<file path="src/rtl/core_io_buffer.sv">
// Buffered bridge between the core's word-wide I/O port and a byte-serial UART datapath.
// RX bytes are packed into words and queued for core reads; core writes are queued and serialised.
module core_io_buffer #(
  parameter int DATA_WIDTH = 32,
  parameter int RX_DEPTH   = 16,
  parameter int TX_DEPTH   = 16,
  parameter int BIG_ENDIAN = 0
) (
  input  logic                          clk,
  input  logic                          rst,
  input  logic                          input_req,
  output logic [DATA_WIDTH-1:0]         input_data,
  output logic                          input_valid,
  input  logic [DATA_WIDTH-1:0]         output_data,
  input  logic                          output_valid,
  output logic                          io_stall,
  input  logic [7:0]                    rx_byte,
  input  logic                          rx_byte_valid,
  output logic [7:0]                    tx_byte,
  output logic                          tx_byte_valid,
  input  logic                          tx_byte_ready,
  output logic [$clog2(RX_DEPTH+1)-1:0] rx_count,
  output logic [$clog2(TX_DEPTH+1)-1:0] tx_count,
  output logic                          rx_overflow,
  output logic                          tx_overflow
);

  localparam int BYTES = DATA_WIDTH / 8;
  localparam int IDX_W = (BYTES > 1) ? $clog2(BYTES) : 1;
  localparam int RX_PW = $clog2(RX_DEPTH);
  localparam int TX_PW = $clog2(TX_DEPTH);
  localparam int RX_CW = $clog2(RX_DEPTH + 1);
  localparam int TX_CW = $clog2(TX_DEPTH + 1);
  localparam logic [IDX_W-1:0] LAST_IDX = IDX_W'(BYTES - 1);
  localparam logic [RX_CW-1:0] RX_FULL  = RX_CW'(RX_DEPTH);
  localparam logic [TX_CW-1:0] TX_FULL  = TX_CW'(TX_DEPTH);

  typedef enum logic [0:0] {RD_IDLE = 1'b0, RD_WAIT = 1'b1} rd_state_t;

  // Wire order index k maps to a bit lane, mirrored for big-endian words.
  function automatic int lane_pos(input logic [IDX_W-1:0] k);
    return (BIG_ENDIAN != 0) ? (BYTES - 1 - int'(k)) : int'(k);
  endfunction

  function automatic logic [7:0] lane_get(input logic [DATA_WIDTH-1:0] w, input logic [IDX_W-1:0] k);
    return w[8*lane_pos(k) +: 8];
  endfunction

  logic [DATA_WIDTH-1:0] rx_mem [RX_DEPTH];
  logic [DATA_WIDTH-1:0] tx_mem [TX_DEPTH];

  logic [RX_PW-1:0]      rx_wr_ptr_q, rx_wr_ptr_d, rx_rd_ptr_q, rx_rd_ptr_d;
  logic [RX_CW-1:0]      rx_count_q, rx_count_d;
  logic [DATA_WIDTH-1:0] rx_word_q, rx_word_d;
  logic [IDX_W-1:0]      rx_idx_q, rx_idx_d;
  logic                  rx_overflow_q, rx_overflow_d;
  rd_state_t             rd_state_q, rd_state_d;
  logic [DATA_WIDTH-1:0] input_data_q, input_data_d;
  logic                  input_valid_q, input_valid_d;
  logic                  io_stall_q, io_stall_d;

  logic [TX_PW-1:0]      tx_wr_ptr_q, tx_wr_ptr_d, tx_rd_ptr_q, tx_rd_ptr_d;
  logic [TX_CW-1:0]      tx_count_q, tx_count_d;
  logic [DATA_WIDTH-1:0] ser_word_q, ser_word_d;
  logic [IDX_W-1:0]      ser_idx_q, ser_idx_d;
  logic [7:0]            tx_byte_q, tx_byte_d;
  logic                  tx_valid_q, tx_valid_d;
  logic                  tx_overflow_q, tx_overflow_d;

  logic rx_done_s, rx_push_s, rx_pop_s, tx_push_s, tx_pop_s, tx_xfer_s;

  // RX packing, read FSM and RX FIFO bookkeeping.
  always_comb begin
    rx_word_d     = rx_word_q;
    rx_idx_d      = rx_idx_q;
    rd_state_d    = rd_state_q;
    rx_pop_s      = 1'b0;
    rx_done_s     = 1'b0;
    if (rx_byte_valid) begin
      rx_word_d[8*lane_pos(rx_idx_q) +: 8] = rx_byte;
      if (rx_idx_q == LAST_IDX) begin
        rx_done_s = 1'b1;
        rx_idx_d  = IDX_W'(0);
      end else begin
        rx_idx_d  = rx_idx_q + IDX_W'(1);
      end
    end else begin
      rx_idx_d = rx_idx_q;
    end

    case (rd_state_q)
      RD_IDLE: begin
        if (input_req) begin
          if (rx_count_q != RX_CW'(0)) begin
            rx_pop_s = 1'b1;
          end else begin
            rd_state_d = RD_WAIT;
          end
        end else begin
          rd_state_d = RD_IDLE;
        end
      end
      RD_WAIT: begin
        if (rx_count_q != RX_CW'(0)) begin
          rx_pop_s   = 1'b1;
          rd_state_d = RD_IDLE;
        end else begin
          rd_state_d = RD_WAIT;
        end
      end
      default: rd_state_d = RD_IDLE;
    endcase

    // A full FIFO still accepts the word if a pop frees a slot at the same edge.
    rx_push_s     = rx_done_s && ((rx_count_q != RX_FULL) || rx_pop_s);
    rx_overflow_d = rx_overflow_q || (rx_done_s && !rx_push_s);
    rx_wr_ptr_d   = rx_push_s ? rx_wr_ptr_q + RX_PW'(1) : rx_wr_ptr_q;
    rx_rd_ptr_d   = rx_pop_s ? rx_rd_ptr_q + RX_PW'(1) : rx_rd_ptr_q;
    case ({rx_push_s, rx_pop_s})
      2'b10:   rx_count_d = rx_count_q + RX_CW'(1);
      2'b01:   rx_count_d = rx_count_q - RX_CW'(1);
      default: rx_count_d = rx_count_q;
    endcase
    input_valid_d = rx_pop_s;
    input_data_d  = rx_pop_s ? rx_mem[rx_rd_ptr_q] : input_data_q;
  end

  // TX FIFO and byte serialiser.
  always_comb begin
    ser_word_d = ser_word_q;
    ser_idx_d  = ser_idx_q;
    tx_byte_d  = tx_byte_q;
    tx_valid_d = tx_valid_q;
    tx_xfer_s  = tx_valid_q && tx_byte_ready;
    tx_pop_s   = (tx_count_q != TX_CW'(0)) &&
                 (!tx_valid_q || (tx_xfer_s && (ser_idx_q == LAST_IDX)));
    if (tx_pop_s) begin
      ser_word_d = tx_mem[tx_rd_ptr_q];
      ser_idx_d  = IDX_W'(0);
      tx_byte_d  = lane_get(tx_mem[tx_rd_ptr_q], IDX_W'(0));
      tx_valid_d = 1'b1;
    end else if (tx_xfer_s) begin
      if (ser_idx_q == LAST_IDX) begin
        tx_valid_d = 1'b0;
      end else begin
        ser_idx_d  = ser_idx_q + IDX_W'(1);
        tx_byte_d  = lane_get(ser_word_q, ser_idx_q + IDX_W'(1));
      end
    end else begin
      tx_valid_d = tx_valid_q;
    end

    tx_push_s     = output_valid && ((tx_count_q != TX_FULL) || tx_pop_s);
    tx_overflow_d = tx_overflow_q || (output_valid && !tx_push_s);
    tx_wr_ptr_d   = tx_push_s ? tx_wr_ptr_q + TX_PW'(1) : tx_wr_ptr_q;
    tx_rd_ptr_d   = tx_pop_s ? tx_rd_ptr_q + TX_PW'(1) : tx_rd_ptr_q;
    case ({tx_push_s, tx_pop_s})
      2'b10:   tx_count_d = tx_count_q + TX_CW'(1);
      2'b01:   tx_count_d = tx_count_q - TX_CW'(1);
      default: tx_count_d = tx_count_q;
    endcase
    io_stall_d = (rd_state_d == RD_WAIT) || (tx_count_d == TX_FULL);
  end

  // FIFO storage; stale contents are harmless because occupancy is reset.
  always_ff @(posedge clk) begin
    if (rx_push_s) rx_mem[rx_wr_ptr_q] <= rx_word_d;
    if (tx_push_s) tx_mem[tx_wr_ptr_q] <= output_data;
  end

  // State and output registers.
  always_ff @(posedge clk) begin
    if (rst) begin
      rx_wr_ptr_q   <= '0;
      rx_rd_ptr_q   <= '0;
      rx_count_q    <= '0;
      rx_word_q     <= '0;
      rx_idx_q      <= '0;
      rx_overflow_q <= 1'b0;
      rd_state_q    <= RD_IDLE;
      input_data_q  <= '0;
      input_valid_q <= 1'b0;
      io_stall_q    <= 1'b0;
      tx_wr_ptr_q   <= '0;
      tx_rd_ptr_q   <= '0;
      tx_count_q    <= '0;
      ser_word_q    <= '0;
      ser_idx_q     <= '0;
      tx_byte_q     <= 8'h00;
      tx_valid_q    <= 1'b0;
      tx_overflow_q <= 1'b0;
    end else begin
      rx_wr_ptr_q   <= rx_wr_ptr_d;
      rx_rd_ptr_q   <= rx_rd_ptr_d;
      rx_count_q    <= rx_count_d;
      rx_word_q     <= rx_word_d;
      rx_idx_q      <= rx_idx_d;
      rx_overflow_q <= rx_overflow_d;
      rd_state_q    <= rd_state_d;
      input_data_q  <= input_data_d;
      input_valid_q <= input_valid_d;
      io_stall_q    <= io_stall_d;
      tx_wr_ptr_q   <= tx_wr_ptr_d;
      tx_rd_ptr_q   <= tx_rd_ptr_d;
      tx_count_q    <= tx_count_d;
      ser_word_q    <= ser_word_d;
      ser_idx_q     <= ser_idx_d;
      tx_byte_q     <= tx_byte_d;
      tx_valid_q    <= tx_valid_d;
      tx_overflow_q <= tx_overflow_d;
    end
  end

  assign input_data    = input_data_q;
  assign input_valid   = input_valid_q;
  assign io_stall      = io_stall_q;
  assign tx_byte       = tx_byte_q;
  assign tx_byte_valid = tx_valid_q;
  assign rx_count      = rx_count_q;
  assign tx_count      = tx_count_q;
  assign rx_overflow   = rx_overflow_q;
  assign tx_overflow   = tx_overflow_q;

endmodule

</file>
<file path="config.mk">
export PLATFORM = sky130hd
export DESIGN_NAME = core_io_buffer
export DESIGN_NICKNAME = d
export VERILOG_FILES = /design/src/rtl/core_io_buffer.sv
export SDC_FILE = /design/constraint.sdc
export NUM_CORES = 1
export LEC_CHECK = 0
export CAP_MARGIN = 30
export CORE_MARGIN = 3
export CORE_UTILIZATION = 55
export CTS_CLUSTER_DIAMETER = 120
export DETAILED_ROUTE_END_ITERATION = 12
export GPL_ROUTABILITY_DRIVEN = 0
export PLACE_DENSITY = 0.78
export SYNTH_ARGS = -nofsm -noshare
export SYNTH_HDL_FRONTEND = slang
export SYNTH_SLANG_ARGS = --single-unit
</file>
<file path="constraint.sdc">
create_clock -name clk -period 8.4 [get_ports clk]
set_input_delay 1.68 -clock clk [delete_from_list [all_inputs] [get_ports clk]]
set_output_delay 1.68 -clock clk [all_outputs]
set_load 0.05 [all_outputs]
</file>
==> impl_metrics.yaml, run 1 <==
status:
  status: "complete, no violations"
placement:
  dpl.cell_count: 3140
  io_buffers: 100
  dpl_cell_area_sq_mm: 0.04696
  post-place-ws_ps: 3132
  post-dp-hpwl_mm: 54.91
finish:
  areaGrowthSynthToFinish_pct: 14.81
  seqCellArea_sq_mm: 0.03365
  final_nets: 2277
  multiInputGateArea_sq_mm: 0.01040
  fill_cells: 5017
  instances_no_fill: 3353
  fin_area_sq_mm: 0.05094
  drive_above_1_share: 0.2618
  antenna_cells: 0
critical_path:
  cp.arrival_ps: 4890
  crit_path_end_kind: "flop"
  path_class: "in2reg"
  critPathMaxFanout: 27
  critPathLaunchType: "input pin"
  crit_required_ps: 8710
yosys:
  synth_edf_count: 1024
  synth_warnings: 0
  ys.flop_type: "edfxtp_1"
  synthDistinctLibCells: 43
  async_reset_ff_frac: 0
  syn-num-nets: 2120
  netlist_instances: 2049
  ys_ff_latch: 1168
  avgSynthCellArea_sq_um: 21.65
  syn_area_sq_mm: 0.04437
  synth_seq_area_share: 0.7581
hold_path:
  hold_path.class: "reg2reg"
power:
  vdd_drop_max_uv: 260.2
  powerDensity_mw_per_mm2: 289.5
  p_leak_nw: 15.75
sta:
  setup_viol: 0
  fin_skew_ps: 43.98
  setup_tns_ps: 0
  hold_viol_final: 0
  layout_min_cycle_time_ps: 4576
  finalHoldWorstSlack_ps: 455.6
  finalCritPeriodShare: 0.5448
  relSlewSlack: 0.3292
  rsz0062_at_grt: "no"
  drv_slew: 0
  finalWorstSetupSlack_ps: 3824
  fmaxAchievable_ghz: 0.2185
  tightestPinTransition_ps: 1004
global_routing:
  grt_antenna_before_repair: 6
  grt_pass1_vias: 22580
  grt_pass1_wl_mm: 148.2
  grt_overflow_total: 0
  grt_util_met1: 0.3037
  grt_usage: 0.2361
  grtUsageMet3: 0.04822
  met2_usage: 0.4014
  top_usage_layer: "met2"
  grt_max_degree: 70
clock_tree:
  clock_latency_ps: 700
  numCtsBuffers: 110
  cts_root_buf: "clkbuf_16"
  post_cts_buffers: 0
  worst_setup_hold_path_clk_slew_ps: 60
  ctsResizeCount: 0
  htreeDepth: 3
  cts_tree: "done"
  cts_max_path_buffers: 3
  holdBufCountCts: 0
  cts_sinks: 1168
drt:
  dr.first_iter.drc_count: 2413
  routed_via_density: 6.353
  ant_nets: 0
  num_vias: 21300
  drc: 0
  wl_per_cell_um: 29.36
  routed_wl_mm: 98.44
  dr.pass1.iters: 6
floorplanning:
  die_w_um: 290.0
  initial_core_util: 0.5589
  die_area_sq_mm: 0.08411
  die_h_um: 290.0
  core_sq_mm: 0.07939
  rows: 103
  pin_count: 101
run:
  drv_cap: 0
-- layout make-up --
| cell class | instances | share of cell area |
|---|---|---|
| Timing Repair Buffer | 155 | 0.03213 |
| Tap cell | 1050 | 0.02579 |
| Inverter | 11 | 0.0008106 |
| Multi-Input combinational cell | 760 | 0.2041 |
| Clock inverter | 79 | 0.02093 |
| Clock buffer | 130 | 0.05551 |
| Sequential cell | 1168 | 0.6607 |
-- synthesized netlist by cell type (11+ instances only) --
master / number / area, sq um
a21oi_1: 55 / 275.3
a22o_1: 64 / 560.5
buf_1: 11 / 41.29
buf_2: 24 / 120.1
buf_6: 11 / 123.9
clkbuf_1: 63 / 236.5
dfxtp_1: 144 / 2883
edfxtp_1: 1024 / 30750
ha_1: 23 / 287.8
inv_1: 11 / 41.29
mux2i_1: 11 / 110.1
mux4_2: 322 / 7252
nand2_1: 96 / 360.4
nor2_1: 61 / 229.0
nor2b_1: 32 / 200.2
nor3_1: 11 / 55.05
xor2_1: 12 / 105.1
-- worst paths after layout --
path                                       end  depth (start not counted)  slack, ps           start
worst max-delay path             rx_mem[2][19]                          6       3820   rx_byte_valid
worst min-delay path            ser_word_q[18]                          2        460  ser_word_q[18]
worst max register to register   tx_mem[3][21]                          6       4410    ser_idx_q[0]
worst min register to register  ser_word_q[18]                          2        460  ser_word_q[18]
-- worst max-delay path: stages --
cell and delay [ps]:
clkdlybuf4s50_1 750, nand2_1 230, a31oi_1 700, nand2_1 430, nor3_2 570, buf_4 510
-- per-layer routing --
layer | vias up | routed length, um | share of wire
met3 | 225 | 7083 | 0.072
met4 | 12 | 3648 | 0.037
li1 | 8821 | - | -
met1 | 11190 | 35840 | 0.36
met5 | - | 70 | 0.00071
met2 | 1055 | 51800 | 0.53
-- layout by cell type (no fill, tap or decap), types with 8 or more instances in the layout --
| master | Yosys | final |
|---|---|---|
| nand2_1 | 96 | 96 |
| clkbuf_1 | 63 | 20 |
| clkinv_1 | 0 | 21 |
| inv_1 | 11 | 11 |
| buf_4 | 0 | 41 |
| clkdlybuf4s50_1 | 0 | 99 |
| ha_1 | 23 | 23 |
| nor2_1 | 61 | 36 |
| xor2_1 | 12 | 12 |
| nor3_2 | 0 | 8 |
| a21oi_1 | 55 | 54 |
| edfxtp_1 | 1024 | 1024 |
| clkbuf_16 | 0 | 110 |
| mux4_2 | 322 | 322 |
| clkinv_2 | 0 | 19 |
| mux2_2 | 9 | 9 |
| nor2_4 | 0 | 25 |
| a22o_1 | 64 | 64 |
| bufinv_16 | 0 | 21 |
| dfxtp_1 | 144 | 136 |
| mux2i_1 | 11 | 11 |
| nor2b_1 | 32 | 32 |
-- registers in the layout, indices dropped and copies added (netlist names), 2 cells and up, named ones only --
register and cells:
rx_count 5, rx_idx_q 2, ser_word_q 32, ser_idx_q 2
rx_wr_ptr_q 4, input_data 32, tx_wr_ptr_q 4, rx_rd_ptr_q 4
rx_mem 512, tx_byte 8, tx_rd_ptr_q 4, tx_count 5
tx_mem 512, rx_word_q 32
-- stage by stage --
step,power (mW),util
3_3_place_gp,9.456,0.5882
2_1_floorplan,8.760,-
4_1_cts,14.81,0.6406
6_report,14.75,0.6416
3_5_place_dp,9.547,0.5916
5_1_grt,15.25,0.6416
-- kinds of logic after synthesis --
kind of cell    Yosys count  share of synthesized area
buf+inv                 121                    0.01314
xor+xnor                 19                   0.003751
compound gates          139                    0.02217
simple gates            229                    0.02369
fa+ha+maj                25                   0.007389
mux                     348                     0.1718
flops                  1168                     0.7581
-- power breakdown --
part | internal [mW] | leakage (nW) | switching, mW
logic | 1.19 | 3.51 | 1.51
registers | 6.54 | 10.4 | 0.233
clock network | 3.08 | 1.87 | 2.19
No activity file was read; power rests on OpenSTA's default activity.
==> run 2, diff against run 1 <==
- clock period: 8.4 -> 4.5 ns (I/O delays scaled with it)
==> impl_metrics.yaml, run 2 (synthesis results as in run 1) <==
sta:
  layout_min_cycle_time_ps: 3642
  rsz0062_at_grt: "no"
  setup_tns_ps: 0
  fin_skew_ps: 91.06
  drv_slew: 0
  relSlewSlack: 0.2781
  finalCritPeriodShare: 0.8094
  hold_viol_final: 0
  setup_viol: 0
  fmaxAchievable_ghz: 0.2746
  finalHoldWorstSlack_ps: 456.1
  tightestPinTransition_ps: 1080
clock_tree:
  cts_max_path_buffers: 3
  cts_tree: "done"
  ctsResizeCount: 0
  clock_latency_ps: 710
  post_cts_buffers: 0
  htreeDepth: 3
  holdBufCountCts: 0
  cts_sinks: 1168
  worst_setup_hold_path_clk_slew_ps: 60
  cts_root_buf: "clkbuf_16"
  numCtsBuffers: 110
critical_path:
  crit_required_ps: 4830
  path_class: "reg2reg"
  cp_slowest_cell: "a31oi_1"
  critPathMaxFanout: 25
  crit_path_end_kind: "flop"
  worst-path-buf-inv: 1
  critPathLaunchType: "flop"
  worstPathCellList: "ha_1, a21boi_1, a31oi_1, nand2_1, nor3_4, buf_12"
  max_stage_delay_ps: 750
  path_delay_family: "simple AND/OR/NAND/NOR gates"
  cp.arrival_ps: 3980
drt:
  wl_per_cell_um: 30.31
  routed_via_density: 6.392
  drc: 0
  dr.pass1.iters: 5
  dr.first_iter.drc_count: 2623
  routed_wl_mm: 101.8
  ant_nets: 0
  num_vias: 21480
global_routing:
  grt_pass1_vias: 22220
  grt_pass1_wl_mm: 152.3
  grt_antenna_before_repair: 4
  grt_overflow_total: 0
  grt_max_degree: 82
  grt_usage: 0.2446
floorplanning:
  pin_count: 101
  core_sq_mm: 0.07939
  die_area_sq_mm: 0.08411
  die_w_um: 290.0
  die_h_um: 290.0
  initial_core_util: 0.5589
  rows: 103
status:
  status: "complete, no violations"
finish:
  areaGrowthSynthToFinish_pct: 14.90
  reg.largest.list: "rx_mem (512), tx_mem (512)"
  final_cell_mix: "edfxtp_1 (1024), mux4_2 (322), dfxtp_1 (136)"
  final_common_cell: "edfxtp_1"
  drive_above_1_share: 0.2647
  final_nets: 2285
  fill_cells: 5006
hold_path:
  hold_path.class: "reg2reg"
placement:
  io_buffers: 100
  post-dp-hpwl_mm: 56.80
power:
  p_leak_nw: 15.75
  powerDensity_mw_per_mm2: 541.2
  vdd_drop_max_uv: 397.0
run:
  drv_cap: 0
run 2: worst min-delay path, stage by stage (launching register included):
cell and delay, ps:
dfxtp_1 310, nand2_1 50, a21oi_1 50
run 2: stage by stage:
step,utilization,cells,setup slack (ps),total power [mW],cell area [sq um]
after floorplan,-,2049,3.474,16.38,44390
after global placement,0.5926,3150,490.6,17.85,47040
after detailed placement,0.5932,3152,408.3,18.04,47090
after CTS,0.6420,3358,840.0,27.77,50970
after global routing,0.6420,3358,632.6,28.49,50970
final,0.6421,3360,857.8,27.59,50970
run 2: path summary, 6_finish.rpt:
check	from	endpoint	slack, ps	cells after the start
setup reg to reg	ser_idx_q[0]	tx_mem[0][19]	860	6
setup / recovery	ser_idx_q[0]	tx_mem[0][19]	860	6
hold reg to reg	ser_word_q[2]	ser_word_q[2]	460	2
hold / removal	ser_word_q[2]	ser_word_q[2]	460	2
run 2: final cells by class:
| class | instances | area, sq um | area share |
|---|---|---|---|
| antenna | 2 | 5.005 | 0.00009818 |
| clock buffer | 139 | 2913 | 0.05714 |
| clock inverter | 67 | 964.7 | 0.01892 |
| inverter | 11 | 41.29 | 0.0008100 |
| multi-input combinational | 760 | 10430 | 0.2046 |
| sequential | 1168 | 33650 | 0.6602 |
| tap | 1050 | 1314 | 0.02577 |
| timing repair buffer | 163 | 1654 | 0.03245 |
run 2: per-layer routing:
layer  global-route usage  vias up  wire [um]
met1               0.3278    11340      37470
met4              0.06295        0       2476
met2               0.4185     1122      53280
met5                    0        -          0
li1                     -     8834          -
met3              0.04638      179       8608
run 2: where the power goes:
| part | internal, mW | switching (mW) | leakage (nW) |
|---|---|---|---|
| Clock | 5.72 | 4.03 | 1.87 |
| Combinational | 2.26 | 2.88 | 3.55 |
| Sequential | 12.2 | 0.483 | 10.3 |
| Total | 20.2 | 7.39 | 15.7 |
==> run 3, diff against run 2 <==
- PLACE_DENSITY: 0.78 -> 0.81
- clock period: 4.5 -> 3.2 ns (I/O delays scaled with it)
==> impl_metrics.yaml, run 3 (synthesis results as in run 1) <==
critical_path:
  worst-path-buf-inv: 1
  cp.arrival_ps: 2080
  r2r-end: "rx_mem[3][13]"
  rrSetupSlack_ps: 510
  crit_path_start: "tx_count[4]"
  crit_cells: 1
  crit_required_ps: 2560
  worstPathCellList: "clkdlybuf4s50_1"
  critPathLaunchType: "flop"
  cp-endpoint: "tx_count[4]"
  reg2reg_from: "rx_idx_q[1]"
  rr_worst_depth: 8
  critPathMaxFanout: 7
  path_delay_family: "buffers and inverters"
  path_class: "reg2out"
  max_stage_delay_ps: 880
  crit_path_end_kind: "output port"
  cp_slowest_cell: "clkdlybuf4s50_1"
drt:
  num_vias: 22220
  routed_via_density: 6.451
  wl_per_cell_um: 30.51
  dr.pass1.iters: 6
  dr.first_iter.drc_count: 2481
  drc: 0
  ant_nets: 0
  routed_wl_mm: 105.1
sta:
  hold_viol_final: 0
  setup_viol: 0
  finalCritPeriodShare: 0.8501
  rsz0062_at_grt: "no"
  fin_skew_ps: 64.18
  finalHoldWorstSlack_ps: 425.9
  layout_min_cycle_time_ps: 2720
  tightestPinTransition_ps: 1008
  drv_slew: 0
  relSlewSlack: 0.3283
  fmaxAchievable_ghz: 0.3676
global_routing:
  grt_antenna_before_repair: 5
  grt_pass1_wl_mm: 156.8
  grt_pass1_vias: 23180
  grt_max_degree: 56
  grt_overflow_total: 0
  grt_usage: 0.2518
finish:
  final_nets: 2368
  final_cell_mix: "edfxtp_1 (1024), mux4_2 (322), dfxtp_1 (136)"
  fill_cells: 4883
  final_common_cell: "edfxtp_1"
  reg.largest.list: "rx_mem (512), tx_mem (512)"
  drive_above_1_share: 0.2834
  areaGrowthSynthToFinish_pct: 16.90
  seqCellArea_sq_mm: 0.03365
  instances_no_fill: 3444
  fin_area_sq_mm: 0.05186
  multiInputGateArea_sq_mm: 0.01045
hold_path:
  hold_path.class: "in2reg"
floorplanning:
  pin_count: 101
  rows: 103
  initial_core_util: 0.5589
  die_h_um: 290.0
  die_w_um: 290.0
  core_sq_mm: 0.07939
  die_area_sq_mm: 0.08411
placement:
  io_buffers: 100
  dpl_cell_area_sq_mm: 0.04823
  dpl.cell_count: 3234
  post-dp-hpwl_mm: 59.45
clock_tree:
  holdBufCountCts: 0
  ctsResizeCount: 0
  cts_root_buf: "clkbuf_16"
  post_cts_buffers: 0
  cts_sinks: 1168
  clock_latency_ps: 710
  cts_max_path_buffers: 3
  worst_setup_hold_path_clk_slew_ps: 60
  htreeDepth: 3
  numCtsBuffers: 111
  cts_tree: "done"
run:
  drv_cap: 0
power:
  p_leak_nw: 16.14
  vdd_drop_max_uv: 572.0
  powerDensity_mw_per_mm2: 735.1
status:
  status: "complete, no violations"
run 3: changes by cell type in the layout (fill, tap and decap cells not counted), moves of 3 or more:
cell,previous run,this run
clkbuf_1,25,30
buf_4,50,91
clkinv_1,13,25
nor3_4,5,8
nor3_2,3,0
clkinv_2,22,15
buf_12,13,55
bufinv_16,19,9
run 3: report_power, final:
part | total (mW) | internal (mW) | switching, mW | leakage [nW]
clock network | 13.0 | 7.29 | 5.73 | 1.74
logic | 7.36 | 3.31 | 4.05 | 4.07
registers | 17.7 | 17.2 | 0.568 | 10.3
run 3: cell type report:
| type | instances | area share |
|---|---|---|
| Clock inverter | 63 | 0.01291 |
| Multi-Input combinational cell | 760 | 0.2014 |
| Timing Repair Buffer | 245 | 0.05351 |
| Tap cell | 1050 | 0.02533 |
| Antenna cell | 2 | 0.00009650 |
| Sequential cell | 1168 | 0.6489 |
| Clock buffer | 145 | 0.05701 |
| Inverter | 11 | 0.0007961 |
run 3: layer usage:
metal | vias up | GRT usage | part of all wire
met5 | - | 0 | 0.00027
met4 | 4 | 0.09098 | 0.035
met3 | 215 | 0.04118 | 0.072
met2 | 1144 | 0.4407 | 0.54
met1 | 11860 | 0.3210 | 0.36
li1 | 8995 | - | -
run 3: stage by stage:
| step | power, mW | worst slack [ps] | utilization | setup TNS (ps) |
|---|---|---|---|---|
| finish | 38.12 | 479.6 | 0.6533 | 0 |
| global route | 39.34 | 368.7 | 0.6533 | 0 |
| CTS | 38.34 | 479.4 | 0.6532 | 0 |
| detailed placement | 25.34 | 147.4 | 0.6076 | 0 |
| global placement | 25.11 | 104.7 | 0.6073 | 0 |
| floorplan | 23.03 | -324.5 | - | -125940 |
run 3: worst min path at each step:
stage / startpoint / endpoint / slack [ps] / depth (start not counted)
after global routing: rst / tx_count[2] / 430 / 2
final: rst / tx_overflow / 430 / 2
after global placement: ser_word_q[10] / ser_word_q[10] / 440 / 2
after CTS: rst / tx_overflow / 400 / 2
after floorplan: ser_word_q[0] / ser_word_q[0] / 430 / 2
after detailed placement: ser_word_q[18] / ser_word_q[18] / 450 / 2
==> variant: new RTL, flow settings as in run 3 <==
The parameter `DATA_WIDTH` goes from 32 to 64.
--- a/src/rtl/core_io_buffer.sv
+++ b/src/rtl/core_io_buffer.sv
@@ -3,3 +3,3 @@
 module core_io_buffer #(
-  parameter int DATA_WIDTH = 32,
+  parameter int DATA_WIDTH = 64,
   parameter int RX_DEPTH   = 16,
Interface: changed (resized input_data and output_data); port bits go from 101 to 165. The function was not compared with the original's and may differ.
==> variant against run 3 <==
  * Area after synthesis increased by 94%
  * Design area grew 93%
  * Hold slack got worse by 0.16 ns
  * Clock power grew 95%
  * Register-to-register slack worse by 0.28 ns
  * Total power increased by 90%
  * Critical path depth is 10 higher
  * Sequential cell count increased by 1122
  * Maximum frequency decreased by 8.5%
  * Cell count grew 85%
  * Worst setup slack worse by 0.25 ns
  * Routed wire length up 95%
  * Critical path type is now reg2reg
  * Critical endpoint is now io_stall$_SDFF_PP0_
  * Largest power group unchanged
==> variant: results (changes against run 3) <==
[metrics] critical path launch point: ser_idx_q[1]$_SDFFE_PP0P_ (was tx_count[4]$_SDFF_PP0_)
[metrics] Max IR drop VDD: 595 uV (was 572 uV)
[metrics] CP top delay family: compound AO/OA/AOI/OAI gates (was buffers and inverters)
[metrics] number of input and output port buffers inserted: 164 (was 100)
[metrics] Crit-path slowest cell: sky130_fd_sc_hd__ha_1 (was sky130_fd_sc_hd__clkdlybuf4s50_1)
[metrics] CP Data Arrival Time: 3.74 ns (was 2.08 ns)
[metrics] pin count of the biggest net entering global routing: 76 (was 56)
[metrics] Worst R2R Path Depth: 11 (was 8)
[metrics] half-perimeter wire length of the detailed placement result: 112 mm (was 59.5 mm)
[metrics] total length of routed wires: 205 mm (was 105 mm)
[metrics] nets@finish: 4225 (was 2368)
[metrics] seq pwr: 0.0342 W (was 0.0177 W)
[metrics] EDFF count, synth: 2048 (was 1024)
[metrics] CTS buffer count: 208 (was 111)
[metrics] H-tree lvl count: 4 (was 3)
[metrics] global-route wire length before repair: 302 mm (was 157 mm)
[metrics] number of global-route vias before repair: 43700 (was 23200)
[metrics] share of synthesized area occupied by flip-flops and latches: 0.770 (was 0.758)
[metrics] total track usage: 0.257 (was 0.252)
[metrics] total power per unit cell area: 724 mW/mm2 (was 735 mW/mm2)
[metrics] switching share of power: 0.256 (was 0.271)
[metrics] combinational logic power: 0.0127 W (was 0.00736 W)
[metrics] Regs by FF count: rx_mem (1024), tx_mem (1024) (was rx_mem (512), tx_mem (512))
[metrics] crit path max fanout: 4 (was 7)
[metrics] net count after synthesis: 3844 (was 2120)
[metrics] drt initial violations: 5557 (was 2481)
[metrics] capturing point of the worst reg2reg path: io_stall$_SDFF_PP0_ (was rx_mem[3][13]$_DFFE_PP_)
[metrics] drt pass-1 iters: 5 (was 6)
[metrics] antenna violations before repair: 11 (was 5)
[metrics] count of distinct cell types in the synthesized netlist: 49 (was 43)
[metrics] Filler Cell Count: 9306 (was 4883)
[metrics] vias per cell: 6.55 (was 6.45)
[metrics] run status: completed (unchanged)
[metrics] Leak: 29.9 nW (was 16.1 nW)
-- variant: how the worst min path moves through the flow --
stage / cells after the start / to
floorplan: 2 / ser_word_q[7]$_SDFFE_PP0P_
detailed placement: 1 / ser_word_q[0]$_SDFFE_PP0P_
global route: 2 / tx_overflow$_SDFF_PP0_
finish: 2 / rx_count[3]$_SDFFE_PP0P_
CTS: 2 / tx_count[1]$_SDFF_PP0_
global placement: 1 / ser_word_q[6]$_SDFFE_PP0P_
-- variant: layer usage --
metal / track usage / share of wire
met5: 0 / 0.00014
met3: 0.0465 / 0.086
met1: 0.338 / 0.36
met2: 0.432 / 0.52
met4: 0.0972 / 0.036
-- variant: cell families (layout without fill, tap and decap cells) --
logic type                 Yosys count  after routing  synth area share
buffers and inverters              219            783            0.0114
muxes                              724            724             0.180
and+or+nand+nor                    266            266            0.0154
other                                0              7                 0
AOI/OAI and AO/OA                  200            200            0.0181
DFF                               2290           2290             0.770
adders and majority gates           24             24           0.00366
xor gates and xnor gates            19             19           0.00193
-- variant: final cells by class --
| type | count | area (um2) | share of cell area |
|---|---|---|---|
| Antenna cell | 7 | 17.5 | 0.000175 |
| Clock buffer | 280 | 5720 | 0.0572 |
| Clock inverter | 113 | 1270 | 0.0127 |
| Inverter | 17 | 70.1 | 0.000701 |
| Multi-Input combinational cell | 1233 | 19200 | 0.193 |
| Sequential cell | 2290 | 66400 | 0.664 |
| Tap cell | 2044 | 2560 | 0.0256 |
| Timing Repair Buffer | 373 | 4680 | 0.0469 |
-- variant: metrics by stage --
step                      instances  utilization
after floorplan                3742            -
after global placement         5956        0.600
after detailed placement       5956        0.600
after CTS                      6349        0.645
after global routing           6353        0.645
final                          6357        0.645
